$ cat src/rtl/mini_src_pkg.sv
// Shared definitions for the Mini SRC control sequencer.
//   - opcode constants recognised by the sequencer (ld, ldi, st)
//   - BusDataSelect source codes and the ALU add operation code
//   - the sequencer state enum and the packed control-word struct
//   - helpers: per-state control decode, retire-state test, opcode check
package mini_src_pkg;

  localparam logic [4:0] OP_LD  = 5'b00000;
  localparam logic [4:0] OP_LDI = 5'b00001;
  localparam logic [4:0] OP_ST  = 5'b00010;

  localparam logic [4:0] BUS_GPR = 5'b00000;
  localparam logic [4:0] BUS_ZLO = 5'b10011;
  localparam logic [4:0] BUS_PC  = 5'b10100;
  localparam logic [4:0] BUS_MDR = 5'b10101;

  localparam logic [3:0] ALU_NOP = 4'b0000;
  localparam logic [3:0] ALU_ADD = 4'b0011;

  // Width of the RAM wait counter; covers MEM_WAIT up to 15.
  localparam int unsigned MEM_WAIT_W = 4;

  typedef enum logic [4:0] {
    S_IDLE    = 5'd0,
    S_F0      = 5'd1,
    S_F1      = 5'd2,
    S_F2      = 5'd3,
    S_F3      = 5'd4,
    S_DEC     = 5'd5,
    S_E3      = 5'd6,
    S_E4      = 5'd7,
    S_LDI_E5  = 5'd8,
    S_LD_E5   = 5'd9,
    S_LD_E6   = 5'd10,
    S_LD_E7   = 5'd11,
    S_LD_E8   = 5'd12,
    S_ST_E5   = 5'd13,
    S_ST_E6   = 5'd14,
    S_ST_E7   = 5'd15,
    S_ILLEGAL = 5'd16
  } seq_state_t;

  typedef struct packed {
    logic       inc_pc;
    logic       e_mar;
    logic       e_mdr;
    logic       mdr_read;
    logic       e_ir;
    logic       e_y;
    logic       e_z;
    logic       gra;
    logic       grb;
    logic       ba_out;
    logic       e_rin;
    logic       e_rout;
    logic       imm_sel;
    logic       ram_read;
    logic       ram_write;
    logic       illegal;
    logic       busy;
    logic [3:0] alu_op;
    logic [4:0] bus_sel;
  } ctrl_t;

  localparam ctrl_t CTRL_NONE = '0;

  // Control word that is presented while the sequencer sits in a given state.
  function automatic ctrl_t state_ctrl(input seq_state_t st);
    ctrl_t c;
    c         = CTRL_NONE;
    c.busy    = (st != S_IDLE);
    c.alu_op  = ALU_NOP;
    c.bus_sel = BUS_GPR;
    case (st)
      S_F0: begin
        c.bus_sel = BUS_PC;
        c.e_mar   = 1'b1;
        c.inc_pc  = 1'b1;
      end
      S_F1, S_LD_E6: c.ram_read = 1'b1;
      S_F2, S_LD_E7: begin
        c.mdr_read = 1'b1;
        c.e_mdr    = 1'b1;
      end
      S_F3: begin
        c.bus_sel = BUS_MDR;
        c.e_ir    = 1'b1;
      end
      S_E3: begin
        c.grb     = 1'b1;
        c.ba_out  = 1'b1;
        c.bus_sel = BUS_GPR;
        c.e_y     = 1'b1;
      end
      S_E4: begin
        c.imm_sel = 1'b1;
        c.alu_op  = ALU_ADD;
        c.e_z     = 1'b1;
      end
      S_LDI_E5: begin
        c.bus_sel = BUS_ZLO;
        c.gra     = 1'b1;
        c.e_rin   = 1'b1;
      end
      S_LD_E5, S_ST_E5: begin
        c.bus_sel = BUS_ZLO;
        c.e_mar   = 1'b1;
      end
      S_LD_E8: begin
        c.bus_sel = BUS_MDR;
        c.gra     = 1'b1;
        c.e_rin   = 1'b1;
      end
      S_ST_E6: begin
        c.gra     = 1'b1;
        c.e_rout  = 1'b1;
        c.bus_sel = BUS_GPR;
      end
      // Store data stays on the bus during the single write cycle.
      S_ST_E7: begin
        c.gra       = 1'b1;
        c.e_rout    = 1'b1;
        c.bus_sel   = BUS_GPR;
        c.ram_write = 1'b1;
      end
      S_ILLEGAL: c.illegal = 1'b1;
      default:   c.busy    = c.busy;
    endcase
    return c;
  endfunction

  // Final execute state of an instruction; the retire counter steps when entered.
  function automatic logic is_retire_state(input seq_state_t st);
    return (st == S_LDI_E5) || (st == S_LD_E8) || (st == S_ST_E7);
  endfunction

  function automatic logic op_supported(input logic [4:0] op);
    return (op == OP_LD) || (op == OP_LDI) || (op == OP_ST);
  endfunction

endpackage

$ cat src/rtl/mem_wait_timer.sv
// RAM wait timer for the ldst sequencer.
// Loaded with WAIT-1 on the cycle before a RAM read phase starts, then counts
// down once per cycle of that phase; 'expired' marks the last read cycle.
// Ports:
//   clock   in  system clock
//   clear   in  synchronous active-high reset
//   load    in  reload the counter with WAIT-1
//   count   in  decrement while non-zero
//   expired out counter has reached zero
module mem_wait_timer
  import mini_src_pkg::*;
#(
  parameter int unsigned WAIT = 1
) (
  input  logic clock,
  input  logic clear,
  input  logic load,
  input  logic count,
  output logic expired
);

  logic [MEM_WAIT_W-1:0] count_r;

  // Count-down register; holds at zero once expired.
  always_ff @(posedge clock) begin
    if (clear) begin
      count_r <= {MEM_WAIT_W{1'b0}};
    end else if (load) begin
      count_r <= MEM_WAIT_W'(WAIT - 1);
    end else if (count && (count_r != {MEM_WAIT_W{1'b0}})) begin
      count_r <= count_r - {{(MEM_WAIT_W-1){1'b0}}, 1'b1};
    end else begin
      count_r <= count_r;
    end
  end

  assign expired = (count_r == {MEM_WAIT_W{1'b0}});

endmodule

$ cat src/rtl/ldst_sequencer.sv
// Mini SRC control sequencer: drives every datapath strobe for instruction
// fetch and for ld / ldi / st execution, and counts retired instructions.
// Outputs are registered Moore outputs: the control word for the next state
// is registered together with the state, so strobes line up with the state.
// Ports:
//   clock, clear          clock and synchronous active-high reset
//   run                   level; fetch/execute continuously while high
//   step                  (LDST_SEQ_SINGLE_STEP_EN only) one instruction per pulse
//   ir_op                 IR[31:27]
//   incPC .. imm_sel      datapath register strobes and select controls
//   ram_read, ram_write   RAM strobes
//   ALU_op, BusDataSelect ALU operation and bus source code
//   busy, illegal         status; illegal pulses on an unsupported opcode
//   retired               wrapping count of completed ld/ldi/st
// Configuration macro: LDST_SEQ_SINGLE_STEP_EN adds the step port; after each
// retire or illegal the sequencer idles until step is seen high.
module ldst_sequencer
  import mini_src_pkg::*;
#(
  parameter int unsigned MEM_WAIT  = 1,
  parameter int unsigned CNT_W     = 16,
  parameter int unsigned BUS_SEL_W = 5,
  parameter int unsigned ALU_OP_W  = 4
) (
  input  logic                 clock,
  input  logic                 clear,
  input  logic                 run,
`ifdef LDST_SEQ_SINGLE_STEP_EN
  input  logic                 step,
`endif
  input  logic [4:0]           ir_op,
  output logic                 incPC,
  output logic                 e_MAR,
  output logic                 e_MDR,
  output logic                 MDR_read,
  output logic                 e_IR,
  output logic                 e_Y,
  output logic                 e_Z,
  output logic                 Gra,
  output logic                 Grb,
  output logic                 BAout,
  output logic                 e_Rin,
  output logic                 e_Rout,
  output logic                 imm_sel,
  output logic                 ram_read,
  output logic                 ram_write,
  output logic [ALU_OP_W-1:0]  ALU_op,
  output logic [BUS_SEL_W-1:0] BusDataSelect,
  output logic                 busy,
  output logic                 illegal,
  output logic [CNT_W-1:0]     retired
);

  seq_state_t       state_r;
  seq_state_t       state_next_s;
  seq_state_t       after_retire_s;
  logic [4:0]       op_r;
  ctrl_t            ctrl_r;
  logic [CNT_W-1:0] retired_r;
  logic             start_s;
  logic             timer_load_s;
  logic             timer_count_s;
  logic             timer_expired_s;

  // Reload the wait timer on the cycle before each RAM read phase.
  assign timer_load_s  = (state_r == S_F0) || (state_r == S_LD_E5);
  assign timer_count_s = (state_r == S_F1) || (state_r == S_LD_E6);

  mem_wait_timer #(
    .WAIT (MEM_WAIT)
  ) u_mem_wait_timer (
    .clock   (clock),
    .clear   (clear),
    .load    (timer_load_s),
    .count   (timer_count_s),
    .expired (timer_expired_s)
  );

`ifdef LDST_SEQ_SINGLE_STEP_EN
  logic step_wait_r;

  // Set after each retire/illegal; released by a step pulse seen in S_IDLE.
  always_ff @(posedge clock) begin
    if (clear) begin
      step_wait_r <= 1'b0;
    end else if (is_retire_state(state_r) || (state_r == S_ILLEGAL)) begin
      step_wait_r <= 1'b1;
    end else if ((state_r == S_IDLE) && step) begin
      step_wait_r <= 1'b0;
    end else begin
      step_wait_r <= step_wait_r;
    end
  end

  // Start condition from idle: step while waiting, otherwise run.
  always_comb begin
    start_s        = 1'b0;
    after_retire_s = S_IDLE;
    if (step_wait_r) begin
      start_s = step;
    end else begin
      start_s = run;
    end
  end
`else
  // Start condition from idle and the state that follows a retire.
  always_comb begin
    start_s        = run;
    after_retire_s = S_IDLE;
    if (run) begin
      after_retire_s = S_F0;
    end else begin
      after_retire_s = S_IDLE;
    end
  end
`endif

  // Next-state decode.
  always_comb begin
    state_next_s = state_r;
    case (state_r)
      S_IDLE: begin
        if (start_s) begin
          state_next_s = S_F0;
        end else begin
          state_next_s = S_IDLE;
        end
      end
      S_F0: state_next_s = S_F1;
      S_F1: begin
        if (timer_expired_s) begin
          state_next_s = S_F2;
        end else begin
          state_next_s = S_F1;
        end
      end
      S_F2: state_next_s = S_F3;
      S_F3: state_next_s = S_DEC;
      S_DEC: begin
        if (op_supported(ir_op)) begin
          state_next_s = S_E3;
        end else begin
          state_next_s = S_ILLEGAL;
        end
      end
      S_E3: state_next_s = S_E4;
      // Opcode was latched in DEC so the branch does not depend on ir_op later.
      S_E4: begin
        case (op_r)
          OP_LDI:  state_next_s = S_LDI_E5;
          OP_LD:   state_next_s = S_LD_E5;
          OP_ST:   state_next_s = S_ST_E5;
          default: state_next_s = S_ILLEGAL;
        endcase
      end
      S_LD_E5: state_next_s = S_LD_E6;
      S_LD_E6: begin
        if (timer_expired_s) begin
          state_next_s = S_LD_E7;
        end else begin
          state_next_s = S_LD_E6;
        end
      end
      S_LD_E7: state_next_s = S_LD_E8;
      S_ST_E5: state_next_s = S_ST_E6;
      S_ST_E6: state_next_s = S_ST_E7;
      S_LDI_E5, S_LD_E8, S_ST_E7: state_next_s = after_retire_s;
      S_ILLEGAL: state_next_s = S_IDLE;
      default:   state_next_s = S_IDLE;
    endcase
  end

  // State, latched opcode, registered control word and retire counter.
  always_ff @(posedge clock) begin
    if (clear) begin
      state_r   <= S_IDLE;
      op_r      <= 5'b00000;
      ctrl_r    <= CTRL_NONE;
      retired_r <= {CNT_W{1'b0}};
    end else begin
      state_r <= state_next_s;
      ctrl_r  <= state_ctrl(state_next_s);
      if (state_r == S_DEC) begin
        op_r <= ir_op;
      end else begin
        op_r <= op_r;
      end
      // Counts up as the final execute state is entered; wraps naturally.
      if (is_retire_state(state_next_s)) begin
        retired_r <= retired_r + {{(CNT_W-1){1'b0}}, 1'b1};
      end else begin
        retired_r <= retired_r;
      end
    end
  end

  assign incPC         = ctrl_r.inc_pc;
  assign e_MAR         = ctrl_r.e_mar;
  assign e_MDR         = ctrl_r.e_mdr;
  assign MDR_read      = ctrl_r.mdr_read;
  assign e_IR          = ctrl_r.e_ir;
  assign e_Y           = ctrl_r.e_y;
  assign e_Z           = ctrl_r.e_z;
  assign Gra           = ctrl_r.gra;
  assign Grb           = ctrl_r.grb;
  assign BAout         = ctrl_r.ba_out;
  assign e_Rin         = ctrl_r.e_rin;
  assign e_Rout        = ctrl_r.e_rout;
  assign imm_sel       = ctrl_r.imm_sel;
  assign ram_read      = ctrl_r.ram_read;
  assign ram_write     = ctrl_r.ram_write;
  assign ALU_op        = ALU_OP_W'(ctrl_r.alu_op);
  assign BusDataSelect = BUS_SEL_W'(ctrl_r.bus_sel);
  assign busy          = ctrl_r.busy;
  assign illegal       = ctrl_r.illegal;
  assign retired       = retired_r;

endmodule

$ cat config.mk
export PLATFORM = sky130hd
export DESIGN_NAME = ldst_sequencer
export DESIGN_NICKNAME = d
export VERILOG_FILES = /design/src/rtl/mini_src_pkg.sv /design/src/rtl/mem_wait_timer.sv /design/src/rtl/ldst_sequencer.sv
export SDC_FILE = /design/constraint.sdc
export NUM_CORES = 1
export LEC_CHECK = 0
export CAP_MARGIN = 10
export CORE_MARGIN = 2
export CORE_UTILIZATION = 49
export CTS_CLUSTER_SIZE = 20
export DETAILED_ROUTE_END_ITERATION = 8
export GPL_TIMING_DRIVEN = 0
export PLACE_DENSITY = 0.79
export SETUP_SLACK_MARGIN = 0.4
export SLEW_MARGIN = 20
export SYNTH_ARGS = -nofsm -noshare
export SYNTH_HDL_FRONTEND = slang
export SYNTH_SLANG_ARGS = --single-unit
$ cat constraint.sdc
create_clock -name clock -period 3.1 [get_ports clock]
set_clock_uncertainty 0.15 [all_clocks]
set_input_delay 0.62 -clock clock [delete_from_list [all_inputs] [get_ports clock]]
set_output_delay 0.62 -clock clock [all_outputs]
set_load 0.02 [all_outputs]
==> qor.csv <==
stage,metric,value,unit
finish,Layout area overhead,32.1,%
die,Top Ports,50,
logic_synthesis,main combinational cell family by area after synthesis,simple AND/OR/NAND/NOR gates,
logic_synthesis,Most used DFF post-synth,dfxtp_1,
logic_synthesis,mux contribution to synthesized area,0.999,%
detailed_routing,Pre-antenna DRT Iters,4,
logic_synthesis,number of flops mapped to enable cells by yosys,0,
clock_network,CTS max path bufs,2,
clock_network,Clock transition at path regs,0.09,ns
detailed_routing,drt drc,0,
worst_setup_path,Worst setup SP type,primary input,
die,die height,69.9,um
pwr,P_sw,0.347,mW
logic_synthesis,async set or reset register ratio after synthesis,0,%
finish,"most common cell after layout, fill and taps aside",dfxtp_1,
logic_synthesis,Synth Register Bits,47,
die,Rows,23,
logic_synthesis,post-synth top area cell,dfxtp_1,
worst_setup_path,CP required,3.15,ns
status,status,"complete, no violations",
global_routing,antenna violations before repair,0,
detailed_routing,routed wire length,4490,um
clock_network,total clock buffers created by CTS,5,
pwr,Peak VDD IR,0.000223,V
global_routing,Total GRT Usage,19.3,%
finish,nets@finish,309,
finish,final core occ,68.9,%
pwr,PwrDens,466,nW/um^2
logic_synthesis,"Seq/Total Area, Yosys",44.2,%
pwr,cell-internal power,0.965,mW
clock_network,CTS tree,yes,
worst_hold_path,HP Class,register to register,
pwr,clock share of power,35.2,%
logic_synthesis,"top cells by area, synth","dfxtp_1 (44%), a21oi_1 (5.2%), nand2_1 (4.2%)",
logic_synthesis,Synth top area share,44.2,%
global_routing,global-route wire length before repair,7750,um
timing,fmax,388,MHz
die,DIE AREA,4890,sq um
die,Chip Width,69.9,um
pwr,share of total power in combinational logic,16.5,%
timing,RSZ-0062 raised after global routing,true,
placement,Setup WS pre-CTS,-0.276,ns
run,max cap viols,0,
global_routing,largest net degree at the start of global routing,17,
worst_setup_path,Crit. End Element,register,
detailed_routing,via count,1912,
pwr,Switching Share,26.5,%
die,core region area,4090,sq um
worst_setup_path,Arrival @ worst endpoint,2.63,ns
finish,"commonest cells after routing, fill and taps aside","dfxtp_1 (47), clkdlybuf4s50_1 (45), nand2_1 (24)",
logic_synthesis,synth unique cells,47,
worst_setup_path,Crit Path Max Fanout,8,
timing,"Setup violations, final",0,
finish,layout cells sized above 1,11.3,%
logic_synthesis,Syn. warnings,0,
pwr,leak pwr,1.02,nW
timing,minimum clock period,2.57,ns
worst_setup_path,crit-path cells,clkdlybuf4s50_1 > a2111oi_4 > o21ai_0 > a21oi_1 > or2_2 > clkbuf_2 > nor4_1 > or2_1,
detailed_routing,number of vias per cell,5.46,
timing,period utilization,83.0,%
logic_synthesis,Mapped Area,2130,sq um
timing,Final Max Tran Viols,0,
detailed_routing,DR iter-0 viols,108,
clock_network,Worst-Skew Late Latency,0.31,ns
die,Starting Density,52.1,%
worst_setup_path,max incr delay on CP,0.46,ns
timing,Worst slew margin,63.2,%
logic_synthesis,Post-Syn Area per Cell,8.73,sq um
logic_synthesis,post-synthesis xor/xnor area fraction,1.65,%
pwr,total power,1.31,mW
logic_synthesis,Synth Instances,244,
timing,post-route setup TNS,0,ns
global_routing,vias in the first global route,1718,
finish,diode count,0,
worst_setup_path,"Worst Path Class, Setup",primary input to register,
detailed_routing,Wirelength per Cell,12.8,um
logic_synthesis,Adder-Cell Fraction of Synth Area,1.18,%
detailed_routing,number of nets with antenna violations after routing,0,
clock_network,CTS sink count,47,
clock_network,Root Driver,clkbuf_8,
finish,fillcell total,358,
timing,final hold vios,0,
logic_synthesis,simple-gate share of the synthesized area,26.7,%
clock_network,Max H-tree Level,2,
worst_setup_path,slowest CP cell,clkdlybuf4s50_1,
global_routing,gr ovfl total,0,
placement,GP Congestion,0.815,
logic_synthesis,complex-gate fraction of the synthesized area,16.9,%
placement,"Cell Area, Placed",2650,sq um
finish,final instance area,2810,sq um
pwr,Sequential Power Share,48.4,%
timing,Worst Tran Pin Value,0.551,ns
placement,port bufs,45,
timing,worst setup margin,0.526,ns
placement,hpwl dp,3190,um
==> final timing paths <==
path | to | cells after the start | start | slack, ns
worst min register to register | op_r[4] | 2 | op_r[4] | 0.31
worst max register to register | retired[15] | 9 | u_mem_wait_timer.count_r[0] | 0.55
worst max-delay path | Gra | 8 | ir_op[0] | 0.53
worst min-delay path | op_r[4] | 2 | op_r[4] | 0.31
==> critical path: cells and delay by family <==
family	cells	cell delay, ns
AND/OR/NAND/NOR	3	0.47
AO/OA/AOI/OAI	3	0.88
buffers and inverters	2	0.65
==> registers in the layout, summed over array words and instances (netlist names), 4 cells and up <==
register                  count
retired                      16
op_r                          5
state_r                       5
BusDataSelect                 4
u_mem_wait_timer.count_r      4
==> power groups by stage <==
stage,Sequential (mW),Combinational [mW],Clock [mW]
after floorplan,0.669,0.115,0
after global placement,0.648,0.204,0
after CTS,0.635,0.213,0.472
after global routing,0.639,0.231,0.495
after detailed placement,0.649,0.206,0
final,0.635,0.216,0.462
==> through the flow <==
stage               cells  hold WS [ns]
finish                350         0.308
global route          350         0.353
CTS                   350         0.311
detailed placement    341         0.299
global placement      341         0.289
floorplan             246         0.281
==> final cells by class <==
type	instances	area [sq um]	area share, %
timing repair buffer	46	458	16.3
clock buffer	5	68.8	2.45
clock inverter	3	47.5	1.69
buffer	22	143	5.07
multi-input combinational	168	1060	37.7
inverter	9	33.8	1.20
sequential	47	941	33.4
tap	50	62.6	2.22
==> Yosys cell counts, drive strengths merged (2+ instances only) <==
| cell | instances |
|---|---|
| dfxtp | 47 |
| nand2 | 24 |
| a21oi | 22 |
| nor2 | 16 |
| buf | 15 |
| inv | 9 |
| nand3 | 9 |
| o21ai | 9 |
| nor3 | 8 |
| or3 | 8 |
| clkbuf | 7 |
| o31ai | 6 |
| or4 | 6 |
| nand2b | 5 |
| a211oi | 4 |
| nor3b | 4 |
| and2 | 3 |
| and3 | 3 |
| nand3b | 3 |
| nand4 | 3 |
| nor2b | 3 |
| nor4 | 3 |
| o31a | 3 |
| xor2 | 3 |
| a21o | 2 |
| ha | 2 |
| nor4b | 2 |
| or2 | 2 |
==> logic make-up after synthesis <==
logic type,after synthesis
flops,47
simple gates,104
xor+xnor,4
other cells,1
mux,2
compound gates,53
fa+ha+maj,2
buf+inv,31
==> layer usage <==
| layer | vias up | track usage, % | wire (um) | share of wire [%] |
|---|---|---|---|---|
| li1 | 961 | - | - | - |
| met1 | 882 | 25.1 | 2060 | 46 |
| met2 | 62 | 31.4 | 2070 | 46 |
| met3 | 7 | 4.91 | 300 | 6.7 |
| met4 | 0 | 5.98 | 57 | 1.3 |
| met5 | - | 0 | 0 | 0 |
==> repair_timing <==
item,4_1_cts,5_1_grt
endpoints found under the setup margin,26,12
pin swaps,1,0
hold buffers,0,0
setup buffers,1,0
gates resized for setup,3,5
No activity file was read; power rests on OpenSTA's default activity.
